[src/rtl/touch_key_filter_pkg.sv]
// touch_key_filter_pkg: shared state encoding and timing constants for the touch-key path.
package touch_key_filter_pkg;

    typedef enum logic [1:0] {IDLE, PRESS_DB, HELD, REL_DB} state_t;

    localparam int DEB_W  = 20;
    localparam int LONG_W = 25;
    localparam int DTAP_W = 24;

    // 50 MHz defaults: 20 ms debounce, 500 ms long press, 300 ms double-tap window
    localparam logic [DEB_W-1:0]  DEB_CNT_MAX_DEF  = 20'd999_999;
    localparam logic [LONG_W-1:0] LONG_CNT_MAX_DEF = 25'd24_999_999;
    localparam logic [DTAP_W-1:0] DTAP_CNT_MAX_DEF = 24'd14_999_999;

    localparam logic [DEB_W-1:0]  DEB_CNT_MAX_SIM  = 20'd9;
    localparam logic [LONG_W-1:0] LONG_CNT_MAX_SIM = 25'd99;
    localparam logic [DTAP_W-1:0] DTAP_CNT_MAX_SIM = 24'd49;

endpackage

[src/rtl/touch_key_filter_sync_2ff.sv]
// touch_key_filter_sync_2ff: two-flop synchroniser for an asynchronous pin, reset to RST_VAL.
module touch_key_filter_sync_2ff #(
    parameter logic RST_VAL = 1'b0
) (
    input  logic clk,
    input  logic rst_n,
    input  logic d,
    output logic q
);

    logic [1:0] sync_q, sync_d;

    always_comb sync_d = {sync_q[0], d};

    always_ff @(posedge clk or negedge rst_n)
        if (!rst_n) sync_q <= {2{RST_VAL}};
        else        sync_q <= sync_d;

    assign q = sync_q[1];

endmodule

[src/rtl/touch_key_filter.sv]
// touch_key_filter: synchronises and debounces the touch pin, emitting press, release,
// long-press and double-tap single-cycle pulses.
module touch_key_filter
    import touch_key_filter_pkg::*;
#(
    parameter logic              ACTIVE_LEVEL = 1'b0,
    parameter logic [DEB_W-1:0]  DEB_CNT_MAX  = DEB_CNT_MAX_DEF,
    parameter logic [LONG_W-1:0] LONG_CNT_MAX = LONG_CNT_MAX_DEF,
    parameter logic [DTAP_W-1:0] DTAP_CNT_MAX = DTAP_CNT_MAX_DEF
) (
    input  logic sys_clk,
    input  logic sys_rst_n,
    input  logic touch_key,
    output logic key_state,
    output logic key_flag,
    output logic key_release,
    output logic long_press,
    output logic double_tap
);

    logic key_s, act;
    state_t state_q, state_d;
    logic [DEB_W-1:0]  deb_cnt_q, deb_cnt_d;
    logic [LONG_W-1:0] long_cnt_q, long_cnt_d;
    logic [DTAP_W-1:0] dtap_cnt_q, dtap_cnt_d;
    logic long_fired_q, long_fired_d, dtap_arm_q, dtap_arm_d, dtap_used_q, dtap_used_d;
    logic key_state_q, key_state_d, key_flag_q, key_flag_d, key_release_q, key_release_d;
    logic long_press_q, long_press_d, double_tap_q, double_tap_d;

    touch_key_filter_sync_2ff #(.RST_VAL(~ACTIVE_LEVEL)) u_sync (
        .clk   (sys_clk),
        .rst_n (sys_rst_n),
        .d     (touch_key),
        .q     (key_s)
    );

    assign act = (key_s == ACTIVE_LEVEL);

    // deb_cnt indexes stable cycles; the detection cycle in IDLE/HELD is index 0
    always_comb begin
        state_d       = state_q;
        deb_cnt_d     = deb_cnt_q;
        long_cnt_d    = long_cnt_q;
        dtap_cnt_d    = dtap_cnt_q;
        long_fired_d  = long_fired_q;
        dtap_arm_d    = dtap_arm_q;
        dtap_used_d   = dtap_used_q;
        key_state_d   = key_state_q;
        key_flag_d    = 1'b0;
        key_release_d = 1'b0;
        long_press_d  = 1'b0;
        double_tap_d  = 1'b0;
        if (dtap_arm_q) begin
            dtap_cnt_d = (dtap_cnt_q == DTAP_CNT_MAX) ? dtap_cnt_q : dtap_cnt_q + 1'b1;
            dtap_arm_d = (dtap_cnt_q != DTAP_CNT_MAX);
        end
        if (state_q == HELD || state_q == REL_DB)
            long_cnt_d = (long_cnt_q == LONG_CNT_MAX) ? long_cnt_q : long_cnt_q + 1'b1;
        case (state_q)
            IDLE: if (act) begin
                state_d   = PRESS_DB;
                deb_cnt_d = DEB_W'(1);
            end
            PRESS_DB: if (!act) state_d = IDLE;
            else if (deb_cnt_q >= DEB_CNT_MAX) begin
                state_d      = HELD;
                key_flag_d   = 1'b1;
                key_state_d  = 1'b1;
                long_cnt_d   = '0;
                long_fired_d = 1'b0;
                double_tap_d = dtap_arm_q;
                dtap_used_d  = dtap_arm_q;
                dtap_arm_d   = 1'b0;
            end else deb_cnt_d = deb_cnt_q + 1'b1;
            HELD: begin
                if (long_cnt_q == LONG_CNT_MAX && !long_fired_q) begin
                    long_press_d = 1'b1;
                    long_fired_d = 1'b1;
                    dtap_arm_d   = 1'b0;
                end
                if (!act) begin
                    state_d   = REL_DB;
                    deb_cnt_d = DEB_W'(1);
                end
            end
            REL_DB: if (act) state_d = HELD;
            else if (deb_cnt_q >= DEB_CNT_MAX) begin
                state_d       = IDLE;
                key_release_d = 1'b1;
                key_state_d   = 1'b0;
                // the release that ends a completed pair must not open a new window
                dtap_arm_d    = !dtap_arm_q && !dtap_used_q && !long_fired_q;
                dtap_used_d   = 1'b0;
                dtap_cnt_d    = '0;
            end else deb_cnt_d = deb_cnt_q + 1'b1;
            default: state_d = IDLE;
        endcase
    end

    always_ff @(posedge sys_clk or negedge sys_rst_n)
        if (!sys_rst_n) begin
            state_q       <= IDLE;
            deb_cnt_q     <= '0;
            long_cnt_q    <= '0;
            dtap_cnt_q    <= '0;
            long_fired_q  <= 1'b0;
            dtap_arm_q    <= 1'b0;
            dtap_used_q   <= 1'b0;
            key_state_q   <= 1'b0;
            key_flag_q    <= 1'b0;
            key_release_q <= 1'b0;
            long_press_q  <= 1'b0;
            double_tap_q  <= 1'b0;
        end else begin
            state_q       <= state_d;
            deb_cnt_q     <= deb_cnt_d;
            long_cnt_q    <= long_cnt_d;
            dtap_cnt_q    <= dtap_cnt_d;
            long_fired_q  <= long_fired_d;
            dtap_arm_q    <= dtap_arm_d;
            dtap_used_q   <= dtap_used_d;
            key_state_q   <= key_state_d;
            key_flag_q    <= key_flag_d;
            key_release_q <= key_release_d;
            long_press_q  <= long_press_d;
            double_tap_q  <= double_tap_d;
        end

    assign key_state   = key_state_q;
    assign key_flag    = key_flag_q;
    assign key_release = key_release_q;
    assign long_press  = long_press_q;
    assign double_tap  = double_tap_q;

endmodule

[config.mk]
export PLATFORM = sky130hd
export DESIGN_NAME = touch_key_filter
export DESIGN_NICKNAME = d
export VERILOG_FILES = /design/src/rtl/touch_key_filter_pkg.sv /design/src/rtl/touch_key_filter_sync_2ff.sv /design/src/rtl/touch_key_filter.sv
export SDC_FILE = /design/constraint.sdc
export NUM_CORES = 1
export LEC_CHECK = 0
export ABC_AREA = 1
export BUFFER_PORTS_ARGS = -buffer_cell sky130_fd_sc_hd__buf_2
export CAP_MARGIN = 20
export CORE_UTILIZATION = 40
export DETAILED_ROUTE_END_ITERATION = 10
export GPL_ROUTABILITY_DRIVEN = 0
export PLACE_DENSITY_LB_ADDON = 0.05
export SKIP_LAST_GASP = 1
export SLEW_MARGIN = 25
export SYNTH_ARGS = -nofsm -noshare
export SYNTH_HDL_FRONTEND = slang
export SYNTH_SLANG_ARGS = --single-unit
[constraint.sdc]
create_clock -name sys_clk -period 3.12 [get_ports sys_clk]
set_input_delay 0 -clock sys_clk [delete_from_list [all_inputs] [get_ports sys_clk]]
set_output_delay 0 -clock sys_clk [all_outputs]
set_load 0.02 [all_outputs]
* Word-level counts from Yosys, hierarchy flattened
Index checks and enable logic that the tools add are counted.
** Storage, ports and cells
- Word-level logic and storage cells :: 97
- Output and inout bits :: 5
- Flip-flop bits (word level) :: 81
** Operators by class
- Order comparisons :: 1
- Mux-type cells :: 51
- Add/subtract/negate cells :: 3
- Equality and inequality tests :: 15
- Reduce and logical (&&, ||, !) cells :: 14
** Operators with widths (count)
- 2-to-1 mux 25 bit :: 5
- 2-to-1 mux 24 bit :: 5
- 2-to-1 mux 20 bit :: 5
- one-hot mux 20 bit (4 select lines) :: 1
- adder 25 x 1 -> 25 bit (second input constant) :: 1
- == test 25 bit (second input constant) :: 1
- adder 24 x 1 -> 24 bit (second input constant) :: 1
- == test 24 bit (second input constant) :: 1
- 2-to-1 mux 1 bit :: 24
- inequality test 24 bit (second input constant) :: 1
- adder 20 x 1 -> 20 bit (second input constant) :: 1
- >= comparator 20 bit (second input constant) :: 1
- 2-to-1 mux 2 bit :: 6
- AND reduction 4 bit :: 3
- inequality test 2 x 1 -> 1 bit (second input constant) :: 4
- one-hot mux 2 bit (4 select lines) :: 1
- inequality test 2 bit (second input constant) :: 3
- one-hot mux 1 bit (2 select lines) :: 3
- AND reduction 5 bit :: 1
- == test 2 bit (second input constant) :: 2
- nonzero test 2 bit :: 2
- logical AND 1 bit :: 3
- logical NOT 1 bit :: 3
- inequality test 3 x 2 -> 1 bit (second input constant) :: 1
- 5 further kinds :: 5

* Logic depth before layout (Yosys ltp)
Gate-level depths: netlist (run 1).
- Depth in word-level cells :: 6
- Gate-level depth with buffers :: 13
- Depth with buffers taken out :: 12

* Cells and area by module
From an unflattened synthesis (run 1), not the netlist that was laid out.
** Second synthesis, totals
- Cells, all modules :: 775
- Area total of the unflattened synthesis :: 5237.5 um2
** By module, submodules not included
- touch_key_filter :: cells each 773, area each 5185.0 um2, times used 1
- touch_key_filter_sync_2ff :: cells each 2, area each 52.6 um2, times used 1

* Least setup slack after synthesis (run 1)
Ideal clock, no wire load.
- Path kind :: flip-flop to flip-flop
- Start point :: register deb_cnt_q[0]
- End point :: register deb_cnt_q[8]
- Period minus slack after synthesis :: 1.730 ns
- Buffers on the path :: 1
- Library setup time :: 0.119 ns
- Cell stages (with the launch flop) :: 14
- Arrival time :: 1.611 ns
- Path slack :: 1.390 ns
- Cell sequence :: dfrtp_1 > ha_1 > nand2_2 > nor2_4 > nand2_2 > nand3_2 > nand2_2 > nand2_4 > nand2_2 > nand2_4 > inv_2 > buf_6 > nand2_1 > o21ai_2
** On the way
- Cells in the longest elaborated chain, start to end :: 4
** Ends and longest elaborated chain
- start: declaration :: RTL line touch_key_filter.sv:23 : logic [DEB_W-1:0] deb_cnt_q, deb_cnt_d;
- start signal: assignment :: RTL line touch_key_filter.sv:116 : deb_cnt_q <= deb_cnt_d;
- adder 20 x 1 -> 20 bit / >= comparator 20 bit (equally long branches)
- 2-to-1 mux 20 bit (*) :: RTL line touch_key_filter.sv:65, touch_key_filter.sv:87
- 2-to-1 mux 20 bit (on tied branches) :: RTL line touch_key_filter.sv:86, touch_key_filter.sv:64
- one-hot mux 20 bit (4 select lines) (*) :: RTL line touch_key_filter.sv:59 : case (state_q)
Every way passes the cells marked *; elsewhere a longest branch is shown, timed or not. The select of a mux whose other input is x is not followed.
A chain may end at the register's enable or synchronous reset.

* Worst setup path in the final report (run 1)
- Start point :: register deb_cnt_q[0]
- End point :: register deb_cnt_q[4]
The elaborated chain is that of the path after synthesis.

==> results of run 1 <==
==> worst min path at each step <==
| stage | slack (ns) | start | to |
|---|---|---|---|
| after global placement | 0.11 | touch_key | u_sync.sync_q[0] |
| after global routing | 0.28 | touch_key | u_sync.sync_q[0] |
| final | 0.25 | sys_rst_n | dtap_cnt_q[7] |
| after CTS | 0.28 | touch_key | u_sync.sync_q[0] |
| after detailed placement | 0.11 | touch_key | u_sync.sync_q[0] |
| after floorplan | -0.30 | sys_rst_n | asynchronous set/reset pin |
==> report_power, final <==
group	total (uW)	leakage, uW	switching, uW	internal, uW
sequential	1070	0.00112	9.39	1060
combinational	68.7	0.00117	53.6	15.2
clock	1080	0.000150	421	662
total	2220	0.00244	484	1740
==> synth_stat cells (2+ instances only) <==
master and count:
clkbuf_1 8, o21ai_2 9, inv_1 71, nor3b_1 3, o21bai_1 3, nand3b_1 3, buf_4 2, nand2_1 261
buf_1 2, nand4_1 26, nand3_1 50, a31oi_1 8, buf_6 5, dfrtp_1 79, nor3_1 20, nand2_4 2
nand2_2 5, buf_2 2, dfstp_2 2, xor2_1 26, o31ai_1 2, nand3_2 3, o21ai_0 37, nor2_1 126
a21oi_1 12, xnor2_1 6, ha_1 3, inv_2 5
==> registers in the layout, indices dropped and copies added, names as in the netlist, named ones only <==
name and flops:
long_cnt_q 25, long_press 1, dtap_used_q 1, long_fired_q 1, key_state 1, double_tap 1
key_release 1, key_flag 1, u_sync.sync_q 2, dtap_cnt_q 24, state_q 1, dtap_arm_q 1
deb_cnt_q 20
==> through the flow <==
stage,cell area (um2),instances
6_report,5820,972
5_1_grt,5820,972
4_1_cts,5810,972
3_5_place_dp,5490,954
3_3_place_gp,5490,954
2_1_floorplan,5340,792
==> worst max-delay path, delay by kind of cell (launching register included) <==
kind            cells  cell delay, ns
fa+ha+maj           1            0.30
flops               1            0.44
simple gates        9            1.10
buf+inv             1            0.22
compound gates      1            0.06
==> cell type report <==
cell class              instances  area [um2]
clock inverters                 3        40.0
flip-flops and latches         81        2030
multi-input cells             614        2900
inverters                      77         289
fillers                      1361        7010
well taps                     172         215
clock buffers                  13         260
repair buffers                 12        83.8
==> cells in the final DEF (no fill, tap or decap), drive strengths merged, types with 6 or more instances in the layout <==
cell type	instances
xor2	26
xnor2	6
a21oi	12
dfrtp	79
clkbuf	13
inv	76
nor3	21
o21ai	47
nand4	26
nor2	128
buf	10
a31oi	8
nand3	54
nand2	268
==> logic make-up after synthesis <==
logic type      count (synthesis)  synth area share
simple gates                  505             0.403
buf+inv                        97            0.0773
xor+xnor                       32            0.0525
flops                          81             0.380
compound gates                 74            0.0806
fa+ha+maj                       3           0.00703
==> routing by layer <==
layer	share of wire	vias up	global-route usage	routed length, um
met5	0	-	0	0
met4	0.0071	0	0.0433	98
met3	0.051	8	0.0581	703
met2	0.43	113	0.310	5930
met1	0.51	2310	0.305	7090
li1	-	2533	-	-
==> timing repair <==
item / CTS / global route
hold endpoints to repair: 80 / 0
setup endpoints to repair: 0 / 0
gates resized for setup: 0 / 0
hold buffers: 2 / 0
==> results.md, run 1 <==
- Routed via count: 4964
- Post-layout min period: 2.24 ns
- Worst setup margin: 0.877 ns
- WL per Instance: 14.2 um
- Largest net degree at the start of global routing: 82
- Final setup violation count: 0
- CTS tree: done
- Fmax: 446 MHz
- Critical Path Fanout Max: 22
- Peak supply drop: 0.000260 V
- Part of the cycle the worst path needs: 0.719
- Max-Slew Margin vs Limit: 0.492
- Util after Layout: 0.454
- EDFF count, synth: 0
- CP peak stage delay: 0.44 ns
- Die width: 118 um
- CP Class: flip-flop to flip-flop
- Total power: 2220 uW
- Detailed placer's ending HPWL: 10100 um
- Max cap viols: 0
- P per Cell Area: 382 mW/mm2
- Worst-Margin Slew: 0.763 ns
- Worst setup SP type: flip-flop
- Crit path from: deb_cnt_q[0]
- RSZ-0062 raised after global routing: no
- Core area: 0.0128 mm2
- Syn nets: 798
- Setup Fix Bufs, Post-CTS: 0
- # DRC: 0
- Hold Slack: 0.254 ns
- Register area share after synthesis: 0.380
- GRT overflow: 0
- Synth unique cells: 39
- I/O pins: 8
- Layout cells sized above 1: 0.0688
- CP required: 3.34 ns
- CP max-delay cell: dfrtp_1
- Setup TNS: 0 ns
- Final Hold Fails: 0
- Top cells by area in the synthesized netlist: dfrtp_1 (37%), nand2_1 (18%), nor2_1 (8.9%)
- Vias in the first global route: 4655
- Starting DRC count in detailed routing: 393
- Routed Antenna Nets: 0
- Initial antenna violation count: 0
- Die Area: 0.0138 mm2
- Die height: 118 um
- Place WS: 0.889 ns
- Status: complete, no violations
- CP most frequent cell: nand2_2
- Top FF cell, synth: dfrtp_1
- FF-to-FF setup slack: 0.88 ns
- Synthesized area: 0.00534 mm2
- Post-DR vias/cell: 5.11
- Clock transition at path regs: 0.06 ns
- Synth top area share: 0.370
- Mean Syn Cell Area: 6.75 um2
- Post-synthesis sequential element count: 81
- Clock Sinks: 81
- Port Buffers: 7
- Drt total wl: 13800 um
- First-pass GRT wire length: 23300 um
- Leakage: 0.00244 uW
- Asr flop ratio synth: 1.00
- DR pass1 iterations: 5
- Slew Viols, Final: 0
- CTS H-tree depth: 3
- Cells after Synth: 792
- Reg2reg end: deb_cnt_q[4]
- CTS Buf Count: 9
- # diodes: 0
- Crit path DAT: 2.46 ns
- Root Driver: clkbuf_16
- Area growth from synthesis to layout: 8.90%
- Crit-path cells: ha_1 > nand2_2 > nor2_4 > nand2_2 > nand3_2 > nand2_2 > nand2_4 > nand2_2 > nand2_4 > inv_2 > nand2_1 > o21ai_2
- Starting Density: 0.417
- Nets: 801
- Crit end category: flip-flop
- Max clock buf depth: 2
- Area leader, netlist: dfrtp_1
- R2R depth: 12
- Skew-Pair Late Insertion Delay: 0.34 ns
- Yosys warning total: 0
- Clock Skew: 0.00797 ns
- # rows: 41
- RR Startpoint: deb_cnt_q[0]
- Hold Path Class: input pin to asynchronous set/reset pin
- Crit path capture: deb_cnt_q[4]
- Total GRT Usage: 0.210
Power figures use the tool's default switching activity.
==> run 2: changes to the inputs <==
- ABC_AREA: 1 -> 0
- clock period: 3.12 -> 2.14 ns (I/O delays scaled with it)
==> results.md, run 2 <==
- Status: complete, no violations
- Starting Density: 0.418 (+0.00119)
- Setup TNS: 0 ns (unchanged)
- Register area share after synthesis: 0.466 (+0.0865)
- Area growth from synthesis to layout: 23.7%
- Met1 usage: 0.267 (-0.0377)
- First-pass GRT wire length: 18200 um (-22%)
- Routed Antenna Nets: 0 (unchanged)
- Worst-Margin Slew: 0.781 ns (+0.0181 ns)
- Synth top area share: 0.454 (+0.0843)
- Largest reg by FF count: long_cnt_q
- Crit path DAT: 2.40 ns (-0.06 ns)
- Final setup violation count: 0 (unchanged)
- GR Util met2: 0.331 (+0.0213)
- Largest regs: long_cnt_q x25, dtap_cnt_q x24, deb_cnt_q x20
- Slew Viols, Final: 0 (unchanged)
- Layout cells sized above 1: 0.213 (+0.144)
- GRT overflow: 0 (unchanged)
- Post-DR vias/cell: 5.67 (+11%)
- Yosys warning total: 0 (unchanged)
- Top cells by area in the synthesized netlist: dfrtp_1 (45%), xnor2_1 (4.4%), a21oi_1 (4.3%)
- Nets: 541 (-32%)
- Clock transition at path regs: 0.08 ns (+0.02 ns)
- Busiest layer in global routing: met2
- # diodes: 0 (unchanged)
- Place WS: -0.102 ns (-0.992 ns)
- Most common cell in the netlist: dfrtp_1
- CTS tree: done
- Synth top cells by count: dfrtp_1 (79), nand2_1 (41), nor2_1 (41), a21oi_1 (37), xnor2_1 (22)
- # DRC: 0 (unchanged)
- Skew-Pair Late Insertion Delay: 0.35 ns (about the same)
- Worst setup SP type: flip-flop
- Worst setup margin: 0.0182 ns (-0.859 ns)
- Hold Path Class: input pin to asynchronous set/reset pin
- Vias in the first global route: 3810 (-18%)
- Clock Skew: 0.00667 ns (-0.00130 ns)
- Critical Path Fanout Max: 5 (-77%)
- Starting DRC count in detailed routing: 172 (-56%)
- Mean Syn Cell Area: 9.48 um2 (+41%)
- Post-layout min period: 2.12 ns (-0.121 ns)
- Port Buffers: 7 (unchanged)
- CTS H-tree depth: 3 (unchanged)
- R2R depth: 5 (-7)
- Drt total wl: 10700 um (-23%)
- Most common cell after layout, fill and taps aside: dfrtp_1
- Crit end category: flip-flop
- Max-Slew Margin vs Limit: 0.466 (-0.0255)
- Largest net degree at the start of global routing: 43 (-48%)
- Max clock buf depth: 2 (unchanged)
- # rows: 37 (-9.8%)
- Detailed placer's ending HPWL: 7620 um (-25%)
- RSZ-0062 raised after global routing: yes
- Largest register FFs: 25 (unchanged)
- Area leader, netlist: dfrtp_1
- Syn nets: 465 (-42%)
- Most frequent cells in the layout: dfrtp_1 (79), buf_4 (68), nand2_1 (41), nor2_1 (41), a21oi_1 (35)
- Cells after Synth: 459 (-42%)
- Post-synthesis sequential element count: 81 (unchanged)
- Part of the cycle the worst path needs: 0.991 (+0.273)
- Max cap viols: 0 (unchanged)
- Die Area: 0.0113 mm2 (-18%)
- Layout fillers: 1001 (-26%)
- Synthesized area: 0.00435 mm2 (-19%)
- CTS Buf Count: 9 (unchanged)
- CP required: 2.42 ns (-0.92 ns)
- Routing usage on met3: 0.0521 (-0.00602)
- Fmax: 471 MHz (+5.7%)
- EDFF count, synth: 0 (unchanged)
- Core area: 0.0104 mm2 (-19%)
- Total GRT Usage: 0.204 (-0.00628)
- P per Cell Area: 582 mW/mm2 (+53%)
- Final Hold Fails: 0 (unchanged)
- WL per Instance: 15.8 um (+11%)
- Peak supply drop: 0.000566 V (+120%)
- Root Driver: clkbuf_8
- I/O pins: 8 (unchanged)
- Die width: 106 um (-9.6%)
- Clock Sinks: 81 (unchanged)
- Asr flop ratio synth: 1.00 (unchanged)
- Synth unique cells: 56 (+44%)
- Initial antenna violation count: 0 (unchanged)
- Top FF cell, synth: dfrtp_1
- Die height: 106 um (-9.6%)
- DR pass1 iterations: 4 (-1)
- CP Class: flip-flop to flip-flop
- Routed via count: 3835 (-23%)
- Leakage: 0.00227 uW (-7.1%)
[run 2: cell count changes in the layout (fill, tap and decap cells not counted), moves of 10 or more]
cell | previous run | this run
o21ai_0 | 37 | 18
nor3_1 | 20 | 10
nand3_1 | 50 | 18
o31ai_1 | 2 | 15
xnor2_1 | 6 | 22
buf_4 | 3 | 68
or3_1 | 0 | 19
xor2_1 | 26 | 6
nor2_1 | 126 | 41
nand4_1 | 26 | 16
or4_1 | 0 | 17
nand2_1 | 261 | 41
inv_1 | 71 | 10
a21oi_1 | 12 | 35
[run 2: final timing paths]
path	start	end	slack, ns
min in group sys_clk	touch_key	u_sync.sync_q[0]	0.31
max in group asynchronous	sys_rst_n	long_cnt_q[6]	1.35
min	sys_rst_n	key_release	0.17
min reg2reg	u_sync.sync_q[0]	u_sync.sync_q[1]	0.36
max reg2reg	deb_cnt_q[6]	deb_cnt_q[15]	0.02
max	deb_cnt_q[6]	deb_cnt_q[15]	0.02
[run 2: metrics by stage]
stage	area [um2]	instances	hold WS (ns)	total power (uW)	utilization
final	5380	676	0.165	3130	0.517
after global routing	5380	676	0.210	3260	0.517
after CTS	5320	675	0.184	3190	0.510
after detailed placement	5020	657	0.0229	1710	0.482
after global placement	5020	657	0.0192	1710	0.482
after floorplan	4350	459	-0.296	1630	-
[run 2: cell families after synthesis]
logic type / synth area share
simple gates: 0.272
flops: 0.466
fa+ha+maj: 0.00863
buf+inv: 0.0273
compound gates: 0.160
xor+xnor: 0.0564
mux: 0.00920
[run 2: timing repair]
item                                    CTS  global route
hold endpoints to repair                 40             0
pin swaps                                 1             3
resized for setup                         2            13
hold buffers                              2             0
setup buffers                             0             1
endpoints found under the setup margin   10            43
[run 2: final cells by class]
type | instances | area, um2 | share of cell area
flip-flops and latches | 81 | 2030 | 0.377
clock inverters | 6 | 130 | 0.0242
well taps | 136 | 170 | 0.0316
multi-input cells | 353 | 2260 | 0.420
repair buffers | 79 | 621 | 0.115
inverters | 11 | 43.8 | 0.00813
clock buffers | 10 | 128 | 0.0237
[run 2: report_power, final]
part | total (uW) | switching, uW | internal [uW]
logic | 134 | 86.2 | 47.3
clock network | 1450 | 557 | 890
registers | 1550 | 10.1 | 1540
total | 3130 | 653 | 2480
[run 2: per-layer routing]
metal,share of wire,vias up
li1,-,1878
met1,0.48,1895
met2,0.47,50
met3,0.035,12
met4,0.015,0
met5,0,-
[run 2: worst max-delay path, stage by stage (launching register included)]
cell and delay, ns:
dfrtp_1 0.38, or4_4 0.54, a211oi_4 0.29, o21ai_2 0.17, or4_1 0.52, a21oi_1 0.15
